[src/rtl/uart_rxfifo_if.sv]
// Bundle between the UART receiver core / port register file and the receive FIFO.
interface uart_rxfifo_if #(
  parameter int unsigned DEPTH_LOG2 = 4
);
  logic [7:0]          s_tdata;
  logic                s_tfe;
  logic                s_tvalid;
  logic                s_tready;
  logic                rd;
  logic                clr;
  logic                ovr_clr;
  logic [DEPTH_LOG2:0] threshold;
  logic [7:0]          dout;
  logic                dout_fe;
  logic                empty;
  logic                full;
  logic [DEPTH_LOG2:0] level;
  logic                overrun;
  logic                thr_irq;
  logic                tmo_irq;

  modport master (
    output s_tdata, s_tfe, s_tvalid, rd, clr, ovr_clr, threshold,
    input  s_tready, dout, dout_fe, empty, full, level, overrun, thr_irq, tmo_irq
  );

  modport slave (
    input  s_tdata, s_tfe, s_tvalid, rd, clr, ovr_clr, threshold,
    output s_tready, dout, dout_fe, empty, full, level, overrun, thr_irq, tmo_irq
  );
endinterface

[src/rtl/uart_rxfifo.sv]
// UART receive FIFO: FWFT byte buffer with frame-error tags, sticky overrun,
// fill-threshold and idle-timeout interrupts.
module uart_rxfifo #(
  parameter int unsigned DEPTH_LOG2 = 4,
  parameter int unsigned TIMEOUT    = 1024
) (
  input logic          clk,
  input logic          rst_n,
  uart_rxfifo_if.slave bus
);
  localparam int unsigned Depth = 1 << DEPTH_LOG2;
  localparam int unsigned TcW   = $clog2(TIMEOUT + 1);

  localparam logic [DEPTH_LOG2:0]   CntFull = (DEPTH_LOG2 + 1)'(Depth);
  localparam logic [DEPTH_LOG2:0]   CntOne  = (DEPTH_LOG2 + 1)'(1);
  localparam logic [DEPTH_LOG2:0]   CntZero = '0;
  localparam logic [DEPTH_LOG2-1:0] PtrOne  = DEPTH_LOG2'(1);
  localparam logic [TcW-1:0]        TcMax   = TcW'(TIMEOUT);
  localparam logic [TcW-1:0]        TcOne   = TcW'(1);

  logic [8:0]            r_mem [Depth];
  logic [DEPTH_LOG2-1:0] r_wp, r_rp, w_wp_d, w_rp_d;
  logic [DEPTH_LOG2:0]   r_cnt, w_cnt_d;
  logic [TcW-1:0]        r_tc, w_tc_d;
  logic                  r_ovr, w_ovr_d;
  logic                  r_thr, w_thr_d;
  logic                  r_tmo, w_tmo_d;
  logic                  r_ready;

  logic w_empty, w_full, w_pop, w_push, w_drop, w_act;

  assign w_empty = (r_cnt == CntZero);
  assign w_full  = (r_cnt == CntFull);
  assign w_pop   = bus.rd & ~w_empty;
  // A pop frees a slot in the same cycle, so a full FIFO can still accept.
  assign w_push  = bus.s_tvalid & (~w_full | w_pop);
  assign w_drop  = bus.s_tvalid & w_full & ~w_pop;
  assign w_act   = w_push | w_pop | bus.clr;

  always_comb begin
    w_wp_d  = r_wp;
    w_rp_d  = r_rp;
    w_cnt_d = r_cnt;
    w_ovr_d = r_ovr;
    w_tc_d  = r_tc;

    if (bus.clr) begin
      w_wp_d  = '0;
      w_rp_d  = '0;
      w_cnt_d = '0;
    end else begin
      if (w_push) w_wp_d = r_wp + PtrOne;
      if (w_pop)  w_rp_d = r_rp + PtrOne;
      if (w_push && !w_pop)      w_cnt_d = r_cnt + CntOne;
      else if (w_pop && !w_push) w_cnt_d = r_cnt - CntOne;
    end

    // Set wins over clear; a flush discards the incoming byte without flagging it.
    if (w_drop && !bus.clr) w_ovr_d = 1'b1;
    else if (bus.ovr_clr)   w_ovr_d = 1'b0;

    if (w_act || w_empty)  w_tc_d = '0;
    else if (r_tc != TcMax) w_tc_d = r_tc + TcOne;

    w_tmo_d = (r_tc == TcMax) & ~w_empty & ~w_act;
    w_thr_d = (bus.threshold != CntZero) & (w_cnt_d >= bus.threshold);
  end

  always_ff @(posedge clk or negedge rst_n) begin
    if (!rst_n) begin
      r_wp    <= '0;
      r_rp    <= '0;
      r_cnt   <= '0;
      r_tc    <= '0;
      r_ovr   <= 1'b0;
      r_thr   <= 1'b0;
      r_tmo   <= 1'b0;
      r_ready <= 1'b0;
    end else begin
      r_wp    <= w_wp_d;
      r_rp    <= w_rp_d;
      r_cnt   <= w_cnt_d;
      r_tc    <= w_tc_d;
      r_ovr   <= w_ovr_d;
      r_thr   <= w_thr_d;
      r_tmo   <= w_tmo_d;
      r_ready <= 1'b1;
    end
  end

  // Storage carries no reset; occupancy alone decides what is valid.
  always_ff @(posedge clk) begin
    if (w_push && !bus.clr) r_mem[r_wp] <= {bus.s_tfe, bus.s_tdata};
  end

  assign bus.s_tready = r_ready;
  assign bus.dout     = r_mem[r_rp][7:0];
  assign bus.dout_fe  = r_mem[r_rp][8];
  assign bus.empty    = w_empty;
  assign bus.full     = w_full;
  assign bus.level    = r_cnt;
  assign bus.overrun  = r_ovr;
  assign bus.thr_irq  = r_thr;
  assign bus.tmo_irq  = r_tmo;
endmodule
[src/flat_wrapper.sv]
// flat-port wrapper written by rule: the top's interface ports become plain ports
module uart_rxfifo_flat 
#(
  parameter int unsigned DEPTH_LOG2 = 4,
  parameter int unsigned TIMEOUT    = 1024
)
  (clk, rst_n, bus_s_tdata, bus_s_tfe, bus_s_tvalid, bus_rd, bus_clr, bus_ovr_clr, bus_threshold, bus_s_tready, bus_dout, bus_dout_fe, bus_empty, bus_full, bus_level, bus_overrun, bus_thr_irq, bus_tmo_irq);
  uart_rxfifo_if #(.DEPTH_LOG2(DEPTH_LOG2)) bus_i ();
  input logic clk;
  input logic rst_n;
  input wire logic [$bits(bus_i.s_tdata)-1:0] bus_s_tdata;
  input wire logic [$bits(bus_i.s_tfe)-1:0] bus_s_tfe;
  input wire logic [$bits(bus_i.s_tvalid)-1:0] bus_s_tvalid;
  input wire logic [$bits(bus_i.rd)-1:0] bus_rd;
  input wire logic [$bits(bus_i.clr)-1:0] bus_clr;
  input wire logic [$bits(bus_i.ovr_clr)-1:0] bus_ovr_clr;
  input wire logic [$bits(bus_i.threshold)-1:0] bus_threshold;
  output wire logic [$bits(bus_i.s_tready)-1:0] bus_s_tready;
  output wire logic [$bits(bus_i.dout)-1:0] bus_dout;
  output wire logic [$bits(bus_i.dout_fe)-1:0] bus_dout_fe;
  output wire logic [$bits(bus_i.empty)-1:0] bus_empty;
  output wire logic [$bits(bus_i.full)-1:0] bus_full;
  output wire logic [$bits(bus_i.level)-1:0] bus_level;
  output wire logic [$bits(bus_i.overrun)-1:0] bus_overrun;
  output wire logic [$bits(bus_i.thr_irq)-1:0] bus_thr_irq;
  output wire logic [$bits(bus_i.tmo_irq)-1:0] bus_tmo_irq;
  assign bus_i.s_tdata = bus_s_tdata;
  assign bus_i.s_tfe = bus_s_tfe;
  assign bus_i.s_tvalid = bus_s_tvalid;
  assign bus_i.rd = bus_rd;
  assign bus_i.clr = bus_clr;
  assign bus_i.ovr_clr = bus_ovr_clr;
  assign bus_i.threshold = bus_threshold;
  assign bus_s_tready = bus_i.s_tready;
  assign bus_dout = bus_i.dout;
  assign bus_dout_fe = bus_i.dout_fe;
  assign bus_empty = bus_i.empty;
  assign bus_full = bus_i.full;
  assign bus_level = bus_i.level;
  assign bus_overrun = bus_i.overrun;
  assign bus_thr_irq = bus_i.thr_irq;
  assign bus_tmo_irq = bus_i.tmo_irq;
  uart_rxfifo #(.DEPTH_LOG2(DEPTH_LOG2), .TIMEOUT(TIMEOUT)) u_core (.clk(clk), .rst_n(rst_n), .bus(bus_i));
endmodule
[config.mk]
export PLATFORM = sky130hd
export DESIGN_NAME = uart_rxfifo_flat
export DESIGN_NICKNAME = d
export VERILOG_FILES = /design/src/rtl/uart_rxfifo_if.sv /design/src/rtl/uart_rxfifo.sv /design/src/flat_wrapper.sv
export SDC_FILE = /design/constraint.sdc
export NUM_CORES = 1
export LEC_CHECK = 0
export CAP_MARGIN = 5
export CORE_UTILIZATION = 30
export CTS_BUF_LIST = sky130_fd_sc_hd__clkbuf_4 sky130_fd_sc_hd__clkbuf_8
export DETAILED_ROUTE_END_ITERATION = 10
export GPL_ROUTABILITY_DRIVEN = 0
export PLACE_DENSITY_LB_ADDON = 0.2
export SYNTH_ARGS = -nofsm -noshare
export SYNTH_HDL_FRONTEND = slang
export SYNTH_SLANG_ARGS = --single-unit
export TNS_END_PERCENT = 5
[constraint.sdc]
create_clock -name clk -period 7.1 [get_ports clk]
set_clock_uncertainty 0.15 [all_clocks]
set_input_delay 1.42 -clock clk [delete_from_list [all_inputs] [get_ports clk]]
set_output_delay 1.42 -clock clk [all_outputs]
set_load 0.1 [all_outputs]
==> results.json <==
{
  "status": "finished clean",
  "ys_warn_count": 0,
  "min_period_over_period": 0.747,
  "powerDensity_nw_per_um2": 299,
  "synth_seq_cells": 172,
  "die_w_um": 157,
  "drt-total-wl_mm": 15.6,
  "place_inst": 765,
  "drv_cap": 0,
  "seq_area_frac_synth": 0.701,
  "worst_pin_slew_ns": 1.23,
  "worst_setup_path_start_kind": "flip-flop",
  "syn-num-nets": 451,
  "viasPerCell": 4.76,
  "rows": 56,
  "period_needed_ns": 5.31,
  "cts_root_buf": "clkbuf_8",
  "grt_usage": 0.136,
  "syn_area_per_cell_um2": 17.2,
  "antenna_found_initial": 0,
  "diodes": 0,
  "crit_required_ns": 5.53,
  "dr.first_iter.drc_count": 316,
  "post-cts-setup-buffers": 0,
  "netlist_area_um2": 7170,
  "fmax_mhz": 188,
  "num_vias": 3790,
  "p_leak_nw": 2.76,
  "nNetsFinal": 499,
  "clk_pin_slew_worst_paths_ns": 0.09,
  "slew_viol_final": 0,
  "grt_pass1_wl_mm": 23.7,
  "finalSetupTns_ns": 0,
  "grt_setup_unrepaired": "no",
  "hold_class": "flip-flop to flip-flop",
  "slew-limit-headroom": 0.177,
  "dp_slack_ns": 2.15,
  "start_util": 0.305,
  "instances_no_fill": 797,
  "layout_commonest_cell": "edfxtp_1",
  "cts_tree": "done",
  "die-area_um2": 24500,
  "numPortBuffers": 39,
  "core_um2": 23500,
  "firstDrtPassIters": 4,
  "area_growth_pct": 16.0,
  "cts_buffers": 17,
  "ir_drop_v": 0.000104,
  "drc": 0,
  "setup_viol": 0,
  "clk_latency_ns": 0.46,
  "finalHoldViolations": 0,
  "clk_path_buf_depth": 2,
  "crit_type": "flip-flop to output port",
  "grt_pass1_vias": 3933,
  "post_drt_wl_per_cell_um": 19.5,
  "grt-ovfl-total": 0,
  "grt_max_degree": 40,
  "ant_nets": 0,
  "whs_ns": 0.423,
  "setup_slack_ns": 1.79,
  "die_h_um": 157,
  "final_cell_mix": "144 x edfxtp_1, 39 x clkdlybuf4s50_1, 36 x mux4_2, 29 x nor2_1, 27 x dfrtp_1",
  "dp_hpwl_mm": 9.63,
  "cp.arrival_ns": 3.74,
  "cp_max_fo": 28,
  "synthCells": 417,
  "ios": 40,
  "synth_cell_types": 46,
  "layout-drive-gt1-share": 0.169,
  "clkSinkCount": 172,
  "cts-resized-gates": 0,
  "final_core_util": 0.354,
  "end_kind": "output port",
  "hold_buffers": 0,
  "cts-htree-levels": 4
}
-- cells in the mapped netlist, drive strengths merged --
cell type | number | area [um2]
or4 | 1 | 7.51
and2 | 13 | 81.3
nor2b | 3 | 18.8
nor2 | 29 | 109
o211ai | 3 | 22.5
edfxtp | 144 | 4320
o32ai | 1 | 8.76
nor4 | 3 | 18.8
xor2 | 10 | 87.6
and4 | 1 | 8.76
mux4 | 36 | 811
nand2 | 14 | 52.6
a22oi | 18 | 135
mux2 | 2 | 22.5
o21a | 1 | 7.51
nor3 | 5 | 25.0
mux2i | 4 | 40.0
a2111o | 1 | 11.3
nand2b | 5 | 31.3
a32oi | 1 | 8.76
a211o | 2 | 17.5
nand4 | 6 | 37.5
dfrtp | 28 | 701
ha | 14 | 175
and3 | 2 | 12.5
buf | 9 | 55.1
conb | 1 | 3.75
or3b | 1 | 11.3
nor4b | 2 | 17.5
inv | 17 | 63.8
nand3 | 7 | 35.0
o21ai | 3 | 15.0
and4bb | 1 | 12.5
nand3b | 1 | 7.51
clkbuf | 8 | 30.0
xnor2 | 4 | 35.0
o22ai | 1 | 6.26
a311oi | 1 | 8.76
a21oi | 8 | 40.0
or4b | 1 | 13.8
a211oi | 2 | 15.0
nand4bb | 1 | 11.3
or3 | 2 | 12.5
-- report_power, final --
group	internal, W	total (W)	switching [W]
sequential	0.00111	0.00117	0.0000593
combinational	0.000246	0.000655	0.000409
clock	0.000262	0.000661	0.000399
-- final timing paths --
kind | from | endpoint | slack [ns] | cells past startpoint
max in group asynchronous | rst_n | u_core.r_rp[0] | 5.31 | 2
min in group asynchronous | rst_n | u_core.bus.level[3] | 1.19 | 2
hold reg to reg | u_core.r_tc[10] | u_core.r_tc[10] | 0.42 | 2
hold / removal | u_core.r_tc[10] | u_core.r_tc[10] | 0.42 | 2
setup / recovery | u_core.r_rp[0] | bus_dout[2] | 1.79 | 5
setup reg to reg | u_core.bus.level[0] | u_core.bus.thr_irq | 3.93 | 12
-- flip-flops by register name (all words and copies together), names as in the netlist --
name                 flops
u_core.r_mem           144
u_core.r_tc             11
u_core.bus.level         5
u_core.r_rp              4
u_core.r_wp              4
u_core.bus.overrun       1
u_core.bus.s_tready      1
u_core.bus.thr_irq       1
u_core.bus.tmo_irq       1
-- layout make-up --
| type | count | area, um2 |
|---|---|---|
| Tap cell | 319 | 399 |
| Timing Repair Buffer | 46 | 443 |
| Inverter | 17 | 63.8 |
| Clock inverter | 15 | 151 |
| Clock buffer | 17 | 234 |
| Sequential cell | 172 | 5030 |
| Multi-Input combinational cell | 211 | 2000 |
| Fill cell | 2222 | 15200 |
-- per-layer routing --
| metal | vias to the layer above | share of wire | track usage |
|---|---|---|---|
| met4 | 0 | 0.016 | 0.0481 |
| met1 | 1975 | 0.42 | 0.170 |
| li1 | 1727 | - | - |
| met3 | 19 | 0.055 | 0.0332 |
| met5 | - | 0 | 0 |
| met2 | 69 | 0.51 | 0.230 |
-- logic make-up after synthesis --
| family | Yosys count | synth area share |
|---|---|---|
| flip-flops | 172 | 0.701 |
| AND/OR/NAND/NOR | 98 | 0.0731 |
| adder cells (fa/ha/maj) | 14 | 0.0244 |
| other | 1 | 0.000523 |
| multiplexers | 42 | 0.122 |
| AO/OA/AOI/OAI | 42 | 0.0414 |
| XOR/XNOR | 14 | 0.0171 |
| buffers and inverters | 34 | 0.0208 |
-- through the flow --
stage | total power, W | area (um2)
6_report | 0.00249 | 8310
3_3_place_gp | 0.00186 | 7930
2_1_floorplan | 0.00171 | 7170
4_1_cts | 0.00252 | 8310
5_1_grt | 0.00260 | 8310
3_5_place_dp | 0.00186 | 7930
-- critical path, cell delays in order, from the launching register on --
cell,delay [ns]
dfrtp_2,1.03
buf_4,0.41
mux4_2,0.53
a22oi_1,0.21
nand2_1,0.12
clkdlybuf4s50_1,0.98
Note: power is estimated with default switching activity, not from simulation.
